## src/rtl/i2c_burst_ctrl.sv

```systemverilog
// Burst sequencer in front of the i2c master core: splits one command into single-word core transfers.
// Optional watchdog on the core handshake enabled by defining I2C_BURST_TIMEOUT_EN.
module i2c_burst_ctrl #(
  parameter int DATA_W         = 16,
  parameter int ADDR_W         = 8,
  parameter int LEN_W          = 4,
  parameter int FIFO_DEPTH     = 8,
  parameter int ADDR_STEP      = 1,
  parameter int TIMEOUT_CYCLES = 65535
) (
  input  logic              clk,
  input  logic              reset,
  input  logic              cmd_valid,
  output logic              cmd_ready,
  input  logic              cmd_rw,
  input  logic [6:0]        cmd_chip_addr,
  input  logic [ADDR_W-1:0] cmd_reg_addr,
  input  logic [LEN_W-1:0]  cmd_len,
  input  logic              wdata_valid,
  output logic              wdata_ready,
  input  logic [DATA_W-1:0] wdata,
  output logic              rdata_valid,
  input  logic              rdata_ready,
  output logic [DATA_W-1:0] rdata,
  output logic [6:0]        core_chip_addr,
  output logic [ADDR_W-1:0] core_reg_addr,
  output logic              core_write_en,
  output logic              core_read_en,
  output logic [DATA_W-1:0] core_data_in,
  input  logic [DATA_W-1:0] core_data_out,
  input  logic              core_busy,
  input  logic [3:0]        core_status,
  output logic              busy,
  output logic              done,
  output logic              error,
  output logic [3:0]        err_code,
  output logic [LEN_W:0]    words_done
);

  localparam int PW = $clog2(FIFO_DEPTH);

  if (FIFO_DEPTH < 2 || (FIFO_DEPTH & (FIFO_DEPTH - 1)) != 0 || TIMEOUT_CYCLES < 1) begin : g_bad_param
    $error("i2c_burst_ctrl: FIFO_DEPTH must be a power of 2 >= 2 and TIMEOUT_CYCLES >= 1");
  end

  typedef enum logic [2:0] {
    IDLE, LOAD, ISSUE, WAIT_START, WAIT_END, NEXT, RDOUT, FINISH
  } state_t;

  typedef struct packed {
    logic             rw;
    logic [6:0]       chip;
    logic [LEN_W-1:0] len;
  } cmd_t;

  state_t            state, state_nxt;
  cmd_t              cmd_q;
  logic [ADDR_W-1:0] reg_addr_q;
  logic [LEN_W:0]    wd_inc, len_p1;
  logic              timeout;

  // write-data FIFO; pointers carry one extra wrap bit to tell full from empty
  logic [DATA_W-1:0] mem [FIFO_DEPTH];
  logic [PW:0]       wr_ptr, rd_ptr;
  logic              empty, full, push, pop;

  assign empty       = (wr_ptr == rd_ptr);
  assign full        = (wr_ptr[PW] != rd_ptr[PW]) && (wr_ptr[PW-1:0] == rd_ptr[PW-1:0]);
  assign pop         = (state == ISSUE) && !cmd_q.rw;
  assign wdata_ready = !full || pop;
  assign push        = wdata_valid && wdata_ready;

  always_ff @(posedge clk or posedge reset) begin
    if (reset) begin
      wr_ptr <= '0;
      rd_ptr <= '0;
    end else begin
      if (push) wr_ptr <= wr_ptr + 1'b1;
      if (pop)  rd_ptr <= rd_ptr + 1'b1;
    end
  end

  always_ff @(posedge clk) begin
    if (push) mem[wr_ptr[PW-1:0]] <= wdata;
  end

`ifdef I2C_BURST_TIMEOUT_EN
  localparam int TW = $clog2(TIMEOUT_CYCLES + 1);
  logic [TW-1:0] to_cnt;
  logic          in_wait;

  assign in_wait = (state == WAIT_START) || (state == WAIT_END);
  assign timeout = in_wait && (to_cnt == TW'(TIMEOUT_CYCLES - 1));

  always_ff @(posedge clk or posedge reset) begin
    if (reset)                            to_cnt <= '0;
    else if (!in_wait || state_nxt != state) to_cnt <= '0;
    else                                  to_cnt <= to_cnt + 1'b1;
  end
`else
  assign timeout = 1'b0;
`endif

  assign wd_inc      = words_done + 1'b1;
  assign len_p1      = {1'b0, cmd_q.len} + 1'b1;
  assign cmd_ready   = (state == IDLE);
  assign busy        = (state != IDLE);
  assign done        = (state == FINISH);
  assign rdata_valid = (state == RDOUT);

  always_comb begin
    state_nxt = state;
    case (state)
      IDLE:       if (cmd_valid) state_nxt = LOAD;
      LOAD:       if (cmd_q.rw || !empty) state_nxt = ISSUE;
      ISSUE:      state_nxt = WAIT_START;
      WAIT_START: begin
        if (timeout)        state_nxt = FINISH;
        else if (core_busy) state_nxt = WAIT_END;
      end
      WAIT_END: begin
        if (timeout)                  state_nxt = FINISH;
        else if (!core_busy) begin
          if (core_status != 4'h0)    state_nxt = FINISH;
          else if (cmd_q.rw)          state_nxt = RDOUT;
          else                        state_nxt = NEXT;
        end
      end
      RDOUT:      if (rdata_ready) state_nxt = NEXT;
      NEXT:       state_nxt = (wd_inc == len_p1) ? FINISH : LOAD;
      FINISH:     state_nxt = IDLE;
      default:    state_nxt = IDLE;
    endcase
  end

  // core strobes are registered so they line up with the registered address/data
  always_ff @(posedge clk or posedge reset) begin
    if (reset) begin
      state          <= IDLE;
      cmd_q          <= '0;
      reg_addr_q     <= '0;
      words_done     <= '0;
      error          <= 1'b0;
      err_code       <= 4'h0;
      rdata          <= '0;
      core_chip_addr <= '0;
      core_reg_addr  <= '0;
      core_data_in   <= '0;
      core_write_en  <= 1'b0;
      core_read_en   <= 1'b0;
    end else begin
      state         <= state_nxt;
      core_write_en <= (state == ISSUE) && !cmd_q.rw;
      core_read_en  <= (state == ISSUE) && cmd_q.rw;
      if (timeout) begin
        error    <= 1'b1;
        err_code <= 4'hF;
      end else begin
        case (state)
          IDLE: if (cmd_valid) begin
            cmd_q      <= '{rw: cmd_rw, chip: cmd_chip_addr, len: cmd_len};
            reg_addr_q <= cmd_reg_addr;
            words_done <= '0;
            error      <= 1'b0;
            err_code   <= 4'h0;
          end
          ISSUE: begin
            core_chip_addr <= cmd_q.chip;
            core_reg_addr  <= reg_addr_q;
            if (!cmd_q.rw) core_data_in <= mem[rd_ptr[PW-1:0]];
          end
          WAIT_END: if (!core_busy) begin
            if (core_status != 4'h0) begin
              error    <= 1'b1;
              err_code <= core_status;
            end else if (cmd_q.rw) begin
              rdata <= core_data_out;
            end
          end
          NEXT: begin
            words_done <= wd_inc;
            reg_addr_q <= reg_addr_q + ADDR_W'(ADDR_STEP);
          end
          default: ;
        endcase
      end
    end
  end

endmodule

```

## config.mk

```make
export PLATFORM = sky130hd
export DESIGN_NAME = i2c_burst_ctrl
export DESIGN_NICKNAME = d
export VERILOG_FILES = /design/src/rtl/i2c_burst_ctrl.sv
export SDC_FILE = /design/constraint.sdc
export NUM_CORES = 1
export LEC_CHECK = 0
export ABC_AREA = 1
export CAP_MARGIN = 20
export CORE_ASPECT_RATIO = 1.4
export CORE_MARGIN = 10
export CORE_UTILIZATION = 25
export CTS_BUF_LIST = sky130_fd_sc_hd__clkbuf_4 sky130_fd_sc_hd__clkbuf_8 sky130_fd_sc_hd__clkbuf_16
export DETAILED_ROUTE_END_ITERATION = 16
export PLACE_DENSITY = 0.45
export SKIP_CTS_REPAIR_TIMING = 1
export SYNTH_ARGS = -nofsm -noshare
export SYNTH_HDL_FRONTEND = slang
export SYNTH_SLANG_ARGS = --single-unit
```

## constraint.sdc

```tcl
create_clock -name clk -period 3.1 [get_ports clk]
set_input_delay 0.31 -clock clk [delete_from_list [all_inputs] [get_ports clk]]
set_output_delay 0.31 -clock clk [all_outputs]
set_load 0.01 [all_outputs]
```

Word level (Yosys, flattened, before mapping)

Memory sizes are Yosys's and may differ from the RTL's. A register that Yosys moved wholly into a read port is not among the register bits.
Cells that the tools add are included.

Add/subtract/negate cells: 5
Equal/unequal tests: 17
Multiplexer cells: 23
Bitwise gates (word level): 3
Reductions and logical operators: 20

Operators by type and width:

| cell                | count |
|---|---|
| $pmux 3 s8          | 1 |
| $mux 3              | 7 |
| $pmux 8 s2          | 1 |
| $eq 3x3->1 const B  | 4 |
| $mux 4              | 3 |
| $ne 2x2->1 const B  | 5 |
| $pmux 5 s2          | 1 |
| $add 4x1->4 const B | 2 |
| $add 8x1->8 const B | 1 |
| $mux 8              | 1 |
| $pmux 4 s2          | 1 |
| $reduce_and 4->1    | 2 |
| $eq 3x2->1 const B  | 2 |
| $reduce_and 2->1    | 3 |
| $add 4x1->5 const B | 1 |
| $add 5x1->5 const B | 1 |
| $eq 5x5->1          | 1 |
| $mux 1              | 5 |
| $mux 5              | 1 |
| $reduce_and 5->1    | 1 |
| $eq 4x4->1          | 1 |
| $logic_and 1x1->1   | 4 |
| $reduce_bool 2->1   | 2 |
| $reduce_bool 4->1   | 1 |
| other kinds (11)    | 16 |

Flip-flop bits (word level): 74
Memory bits (writable): 128
Input bits: 62
Output and inout bits: 64
Word-level logic and storage cells: 84
Memories kept: 1

Memories:

| name | depth | bits a word | rd ports | clocked after memory_dff | wr ports | line | source |
|---|---|---|---|---|---|---|---|
| mem  | 8     | 16          | 1        | 1                        | 1        | 63   | `logic [DATA_W-1:0] mem [FIFO_DEPTH];` |

Logic depth before layout (Yosys ltp)

Gate-level depths: netlist of run 1.

Word-level depth: 7
Gate-level depth with buffers: 11
Gate-level depth less buffers: 11

Least setup slack after synthesis of run 1

OpenSTA, ideal clock, no wires.

Path kind: register -> register
Start point: register state[2]
End point: memory mem[0][0] (enable)
Setup time: 0.388 ns
Arrival: 1.891 ns
Data required time: 2.712 ns
Path slack: 0.821 ns
Cell stages (with the launch flop): 6
Buffers on the path: 0
Clock period less this slack: 2.279 ns
Cell sequence: dfrtp_1 nor3_4 nand2_4 nand3_2 nand3_2 nor2_1

Word-level cells in the longest chain between the ends: 6

Ends and longest elaborated chain:

| element                      | line | source |
|---|---|---|
| from (decl)                  | 56   | `state_t state, state_nxt;` |
| from (signal assigned)       | 152  | `state <= state_nxt;` |
| $eq 3x2->1                   | 69   | `assign pop = (state == ISSUE) && !cmd_q.rw;` |
| $logic_and 1x1->1            | 69   |  |
| $logic_or 1x1->1             | 70   | `assign wdata_ready = !full \|\| pop;` |
| net wdata_ready              | 20   | `output logic wdata_ready,` |
| $logic_and 1x1->1            | 71   | `assign push = wdata_valid && wdata_ready;` |
| $mux 1                       | 84   | `if (push) mem[wr_ptr[PW-1:0]] <= wdata;` |
| $mux 1 (not written as such) | 84   |  |
| to (decl)                    | 63   |  |

The timed path passes the listed nets, and every way through them passes these cells.

Worst setup path after layout of run 1

Start point: register state[1]
End point: output wdata_ready

Word-level cells in the longest chain between the ends: 3

Ends and longest elaborated chain:

| element           | line |
|---|---|
| $eq 3x2->1        | 69 |
| $logic_and 1x1->1 | 69 |
| $logic_or 1x1->1  | 70 |
| to (decl)         | 20 |

No other way between the ends.

==> results by group, run 1 <==
Worst setup path
  – Kind of cell adding the most delay to the critical path: buffers and inverters
  – Crit. End Element: output port
  – Highest-delay cell along the critical path: sky130_fd_sc_hd__clkdlybuf4s50_1
  – Required time at the endpoint of the critical path: ~2.8 ns
  – Maximum single-stage delay on the critical path: 0.62 ns
  – CP max FO: 19
  – Arr. time, crit path: between 2 and 2.5 ns
  – Crit path kind: reg -> out
  – Cell breakdown of the critical path: inv_2 -> nor3_4 -> nand2_4 -> nand3_2 -> clkdlybuf4s50_1
  – Kind of start point of the critical path: flip-flop
  – Instance count on the critical path: 5
  – Worst Reg-to-Reg Cells: 7
  – Total buffers and inverters traversed by the critical path: 2

Synth
  – Complex-gate fraction of the synthesized area: 0.09831
  – Net count after synthesis: between 800 and 900
  – YS warnings: 0
  – Dominant combinational cell family by area after synthesis: simple AND/OR/NAND/NOR gates
  – Number of library cell types mapped by synthesis: 33
  – Most common flop cell mapped by yosys: sky130_fd_sc_hd__edfxtp_1
  – Synth Area in XOR/XNOR: 0.009720
  – Cell accounting for the most synthesized area: sky130_fd_sc_hd__edfxtp_1
  – Top area cells in the synthesized netlist: sky130_fd_sc_hd__edfxtp_1 (43%), sky130_fd_sc_hd__dfrtp_1 (25%), sky130_fd_sc_hd__nand2_1 (7.2%), sky130_fd_sc_hd__o21ai_0 (4.1%), sky130_fd_sc_hd__nor2_1 (3.5%)
  – Synthesized area per cell: approximately 11 um2
  – Area share of the largest cell type after synthesis: 0.4265
  – Simple logic cell fraction of the synthesized area: 0.1676
  – Cell Area, Synth: between 0.009 and 0.01 mm2
  – Post-synthesis async set-or-reset flop share: 0.4128
  – Flop and latch count out of synthesis: around 220
  – Number of enable flip-flop cells after synthesis: 128
  – Multiplexer share of the synthesized area: 0
  – Gate Count Post-Synth: 821
  – Fraction of the mapped netlist area in adder cells: 0.006943
  – Sequential share of the synthesized area: 0.6765

Timing
  – Clock Skews: 0.01136 ns
  – Transition at the pin with the smallest max-transition slack: approximately 0.7 ns
  – Max-slew violation count: 0
  – Final setup vio count: 0
  – Count of endpoints failing hold in the final timing report: 0
  – Time the final worst path needs with I/O delays and setup: between 2 and 3 ns
  – Ratio of final minimum period to clock period: 0.8855
  – Highest clock rate: approximately 360 MHz
  – Slew headroom: 0.5439
  – Final TNS setup: 0 ns
  – Worst hold margin: between 0.09 and 0.1 ns
  – Unrepaired setup endpoints after global routing: false

Routing
  – DRT iter0 DRCs: between 300 and 400
  – Number of antenna-violating nets in the routed design: 0
  – Total Routed Length: roughly 26,000 um
  – Vias: 6,409
  – Remaining DRCs: 0
  – Routed wire length per instance: between 15 and 20 um
  – Length of the first detailed-routing pass in iterations: 4
  – Vias/cell: between 4 and 5

Layout
  – Area taken by flip-flops and latches: slightly above 0.006 mm2
  – # nets final: between 1,000 and 1,500
  – Layout overhead on the synthesized area: 29.14%
  – Number of inserted diodes: 0
  – Final Instance Area: 0.01164 mm2
  – Commonest cells after routing, fill and taps aside: sky130_fd_sc_hd__nand2_1 (172), sky130_fd_sc_hd__edfxtp_1 (128), sky130_fd_sc_hd__clkdlybuf4s50_1 (125), sky130_fd_sc_hd__dfrtp_1 (89), sky130_fd_sc_hd__nor2_1 (84)
  – Area of combinational cells with multiple inputs: 0.002546 mm2
  – Post-route core utilization: 0.3259
  – Commonest non-fill, non-tap cell in the layout: sky130_fd_sc_hd__nand2_1
  – Count of filler cells inserted in the layout: 3,643
  – Share of post-route cells with drive strength above 1: 0.08866

Floorplan
  – Die X: about 180 um
  – Placeable core region: roughly 0.036 mm2
  – Initial core utilization: 0.2524
  – Number of placement rows: between 80 and 90
  – Number of top-level pins: between 100 and 150
  – Die Ht: roughly 240 um
  – Area enclosed by the die boundary: 0.04415 mm2

Run
  – Max cap viols: 0

CTS
  – Root buffer cell: sky130_fd_sc_hd__clkbuf_16
  – TritonCTS buffer count: 24
  – CTS tree: yes
  – Clock latency on the worst-skew pair: 0.52 ns
  – Number of buffers on the longest clock path: 3
  – Clock-pin slew on the worst setup and hold paths: 0.07 ns
  – H-tree depth: 1
  – Clock tree sinks: approximately 220

Global route
  – Number of antenna violations at the first check in global routing: 0
  – Wire length of the first global-routing pass: 39,550 um
  – Number of global-route vias before repair: 6,666
  – Pin count of the biggest net entering global routing: 68
  – Remaining global-route overflow: 0
  – Overall global routing resource usage: 0.1129

Status
  – Outcome: finished, final reports clean

Pwr
  – Final total power: ~11 mW
  – Maximum vdd drop: 0.3272 mV
  – PD cells: roughly 930 mW/mm2
  – Static power due to leakage: about 4.6 nW

Placed design
  – Port Buf Inserts: around 130
  – Placement Cell Area: around 0.011 mm2
  – HPWL reported at the end of detailed placement: approximately 18,000 um
  – Final estimated routing congestion in global placement: 0.7799

Worst hold path
  – Class of the tightest hold or removal check: in -> async
where the power goes:
| group | internal [mW] | switching [mW] | leakage (nW) |
|---|---|---|---|
| clock network | 1.76 | 1.15 | 0.398 |
| logic | 1.41 | 2.18 | 1.85 |
| registers | 3.81 | 0.469 | 2.31 |
| total | 6.98 | 3.80 | 4.56 |
layer usage:
metal  vias to the layer above  part of all wire  track usage  routed length (um)
met5                         -                 0            0                   0
met4                         0             0.017      0.03142                 440
met3                        34             0.041      0.01973                1059
met2                       120              0.54       0.2085               13820
met1                      3137              0.40       0.1307               10310
li1                       3118                 -            -                   -
layout make-up:
class	instances	share of cell area
Clock buffer	30	0.05698
Sequential cell	218	0.5239
Clock inverter	12	0.01183
Multi-Input combinational cell	513	0.2188
Inverter	51	0.01666
Timing Repair Buffer	146	0.1221
Tap cell	462	0.04967
final timing paths:
kind / from / slack [ns] / endpoint
worst max register to register: state[1] / 0.90 / mem[0][0]
worst min-delay path: reset / 0.09 / rdata[15]
worst max-delay path: state[1] / 0.36 / wdata_ready
worst min register to register: rdata[11] / 0.47 / rdata[11]
min in group clk: cmd_len[2] / 0.33 / cmd_q[2]
max in group asynchronous: reset / 2.38 / rdata[11]
synthesized netlist by cell type (7+ instances only):
cell type,instances
sky130_fd_sc_hd__o21ai_0,73
sky130_fd_sc_hd__nand3_1,62
sky130_fd_sc_hd__inv_1,42
sky130_fd_sc_hd__dfrtp_1,90
sky130_fd_sc_hd__edfxtp_1,128
sky130_fd_sc_hd__buf_2,10
sky130_fd_sc_hd__clkbuf_1,23
sky130_fd_sc_hd__nor2_1,84
sky130_fd_sc_hd__o221ai_1,32
sky130_fd_sc_hd__nand4_1,7
sky130_fd_sc_hd__inv_2,7
sky130_fd_sc_hd__nand2_1,172
sky130_fd_sc_hd__o21ai_1,31
sky130_fd_sc_hd__a21oi_1,7
sequential cells by signal, summed over array words and instances (netlist names):
signal and flops:
core_read_en 1, reg_addr_q 8, core_write_en 1, rdata 16, mem 128, core_chip_addr 7, state 3, err_code 4
rd_ptr 4, wr_ptr 4, core_data_in 16, cmd_q 12, words_done 5, error 1, core_reg_addr 8
metrics by stage:
stage               setup WS, ns  instances
detailed placement        0.8507       1390
global route              0.1848       1432
global placement          0.8831       1390
finish                    0.3551       1432
floorplan                 0.4547        821
CTS                       0.2789       1432
cell families (layout without fill, tap and decap cells):
group / after synthesis / count (layout)
AOI/OAI and AO/OA: 150 / 150
and+or+nand+nor: 348 / 348
xor gates and xnor gates: 10 / 10
buffers and inverters: 90 / 239
DFF: 218 / 218
adders and majority gates: 5 / 5
No activity file was read; power rests on OpenSTA's default activity.
==> run 2: changes to the inputs <==
--- a/config.mk
+++ b/config.mk
@@ -12,7 +12,8 @@
 export CORE_UTILIZATION = 25
 export CTS_BUF_LIST = sky130_fd_sc_hd__clkbuf_4 sky130_fd_sc_hd__clkbuf_8 sky130_fd_sc_hd__clkbuf_16
 export DETAILED_ROUTE_END_ITERATION = 16
-export PLACE_DENSITY = 0.45
+export DONT_BUFFER_PORTS = 1
+export PLACE_DENSITY = 0.4
 export SKIP_CTS_REPAIR_TIMING = 1
 export SYNTH_ARGS = -nofsm -noshare
 export SYNTH_HDL_FRONTEND = slang
==> run 2 against run 1 <==
Effect of this change:
- sequential share of layout area grew 3.5 points
- fmax grew 12%
- power shrank 6.4%
- utilization shrank 2.0 points
- final cell count shrank 4.8%
- critical path depth is the same
- sequential cell count is the same
- setup slack gained 0.29 ns
- cell area shrank 6.2%
- first-iteration DRC count grew 2.2%
==> results by group, run 2 (synthesis gave the netlist of run 1 again) <==
CTS
  – Clock tree sinks: 218
  – CTS tree: yes
  – TritonCTS buffer count: 24
  – Root buffer cell: sky130_fd_sc_hd__clkbuf_16
  – H-tree depth: 1
  – Clock latency on the worst-skew pair: ~0.54 ns
  – Clock-pin slew on the worst setup and hold paths: ~0.060 ns
  – Number of buffers on the longest clock path: 3

Timing
  – Max-slew violation count: 0
  – Transition at the pin with the smallest max-transition slack: approximately 0.95 ns
  – Slew headroom: 0.3630
  – Ratio of final minimum period to clock period: 0.7924
  – Count of endpoints failing hold in the final timing report: 0
  – Final TNS setup: 0 ns
  – Clock Skews: 0.02201 ns
  – Unrepaired setup endpoints after global routing: false
  – Highest clock rate: approximately 410 MHz
  – Final setup vio count: 0
  – Time the final worst path needs with I/O delays and setup: 2.456 ns

Global route
  – Pin count of the biggest net entering global routing: 68
  – Number of antenna violations at the first check in global routing: 1
  – Overall global routing resource usage: 0.1099
  – Number of global-route vias before repair: between 6,000 and 7,000
  – Remaining global-route overflow: 0
  – Wire length of the first global-routing pass: ~38,000 um

Placed design
  – HPWL reported at the end of detailed placement: 15,920 um
  – Port Buf Inserts: 0
  – Final estimated routing congestion in global placement: around 0.74
  – Placed Instances: 1,261

Layout
  – Commonest cells after routing, fill and taps aside: sky130_fd_sc_hd__nand2_1 (172), sky130_fd_sc_hd__edfxtp_1 (128), sky130_fd_sc_hd__dfrtp_1 (89), sky130_fd_sc_hd__nor2_1 (79), sky130_fd_sc_hd__o21ai_0 (73)
  – Largest register FFs: 128
  – Area taken by flip-flops and latches: approximately 0.0061 mm2
  – Count of filler cells inserted in the layout: 3,697
  – Layout overhead on the synthesized area: 21.08%
  – Area of combinational cells with multiple inputs: about 0.0026 mm2
  – # nets final: around 950
  – Share of post-route cells with drive strength above 1: 0.09778
  – Non-filler instance count after layout: about 1,400
  – Commonest non-fill, non-tap cell in the layout: sky130_fd_sc_hd__nand2_1

Worst setup path
  – Crit. End Element: flip-flop
  – Kind of start point of the critical path: flip-flop
  – Reg2reg setup slack: about 0.64 ns
  – Required time at the endpoint of the critical path: between 3 and 4 ns
  – Crit path kind: reg -> reg
  – Arr. time, crit path: 2.61 ns
  – CP max FO: 16
  – Worst flop-to-flop path startpoint: state[2]
  – Crit Reg-Reg Endpoint: mem[0][12]
  – Worst Reg-to-Reg Cells: 5

Routing
  – Remaining DRCs: 0
  – Length of the first detailed-routing pass in iterations: 4
  – Vias: approximately 6,300
  – Total Routed Length: roughly 26,000 um
  – Vias/cell: 4.587
  – Number of antenna-violating nets in the routed design: 0
  – DRT iter0 DRCs: around 370
  – Routed wire length per instance: ~19 um

Floorplan
  – Area enclosed by the die boundary: around 0.044 mm2
  – Die X: 180.5 um
  – Number of placement rows: between 80 and 90
  – Placeable core region: 0.03570 mm2
  – Initial core utilization: 0.2524
  – Number of top-level pins: ~130
  – Die Ht: 244.6 um

Pwr
  – Clock power frac: 0.274
  – PD cells: 925.4 mW/mm2
  – Proportion of total power due to net switching: 0.3733
  – Maximum vdd drop: between 0.3 and 0.4 mV
  – Internal power of the cells: between 6 and 7 mW
  – Part of the total power dissipated in combinational logic: 0.286
  – Sequential share of power: 0.440
  – Switching power total: around 3.8 mW
  – Static power due to leakage: about 4.3 nW

Worst hold path
  – Class of the tightest hold or removal check: in -> reg
  – Startpoint of the tightest hold check path: cmd_reg_addr[7]
  – Min-Delay Path Depth: 3
  – Hold endpoint: reg_addr_q[7]

Run
  – Max cap viols: 0

Status
  – Outcome: finished, final reports clean
run 2: cell count changes in the layout (fill, tap and decap cells not counted), moves of 2 or more:
cell,previous run,this run
sky130_fd_sc_hd__clkdlybuf4s50_1,125,0
sky130_fd_sc_hd__dlygate4sd3_1,0,57
sky130_fd_sc_hd__buf_4,20,15
sky130_fd_sc_hd__clkbuf_4,5,10
sky130_fd_sc_hd__nor2_1,84,79
sky130_fd_sc_hd__nor2_2,0,5
sky130_fd_sc_hd__bufinv_16,3,1
sky130_fd_sc_hd__clkinv_1,5,7
run 2: power by group through the flow:
stage                     clock network (mW)  registers [mW]  logic [mW]
after floorplan                            0            4.32        2.09
after global placement                     0            4.52        2.88
after detailed placement                   0            4.52        2.89
after CTS                               2.89            4.47        2.90
after global routing                    2.99            4.54        3.33
final                                   2.77            4.44        2.89
run 2: worst max-delay path by stage:
stage	from	endpoint	slack [ns]	cells after the start
2_1_floorplan	reset	cmd_q[0]	0.45	1
3_3_place_gp	state[2]	mem[0][11]	0.67	5
3_5_place_dp	state[1]	mem[0][6]	0.59	6
4_1_cts	state[2]	mem[0][12]	0.56	5
5_1_grt	state[1]	mem[0][12]	0.43	6
6_report	state[2]	mem[0][12]	0.64	5
run 2: final cells by class:
type                            instances  area share
Sequential cell                       218      0.5588
Clock buffer                           34     0.06193
Timing Repair Buffer                   74     0.06628
Clock inverter                         10    0.007454
Tap cell                              462     0.05298
Antenna cell                            1   0.0002294
Inverter                               51     0.01778
Multi-Input combinational cell        513      0.2345
run 2: stage by stage:
step	power, mW	hold WS, ns	util	cell area (um2)	worst slack (ns)
floorplan	6.409	0.4089	-	9011	0.4547
detailed placement	7.416	0.2891	0.2683	9580	0.5937
global route	10.85	0.03679	0.3056	10910	0.4256
CTS	10.26	-0.3099	0.2895	10340	0.5635
global placement	7.393	0.2792	0.2683	9580	0.6717
finish	10.10	0.02477	0.3056	10910	0.6436
run 2: metal layers:
| layer | part of all wire | up-vias | track usage |
|---|---|---|---|
| met2 | 0.51 | 142 | 0.1971 |
| met3 | 0.056 | 36 | 0.02753 |
| li1 | - | 2989 | - |
| met4 | 0.019 | 0 | 0.03505 |
| met5 | 0 | - | 0 |
| met1 | 0.41 | 3085 | 0.1252 |
run 2: critical path, cell delays in order, from the launching register on:
cell                      delay (ns)
sky130_fd_sc_hd__dfrtp_1        0.48
sky130_fd_sc_hd__nor3_4         0.34
sky130_fd_sc_hd__nand2_4        0.08
sky130_fd_sc_hd__nand3_2        0.21
sky130_fd_sc_hd__nand3_2        0.19
sky130_fd_sc_hd__nor2_2         0.77
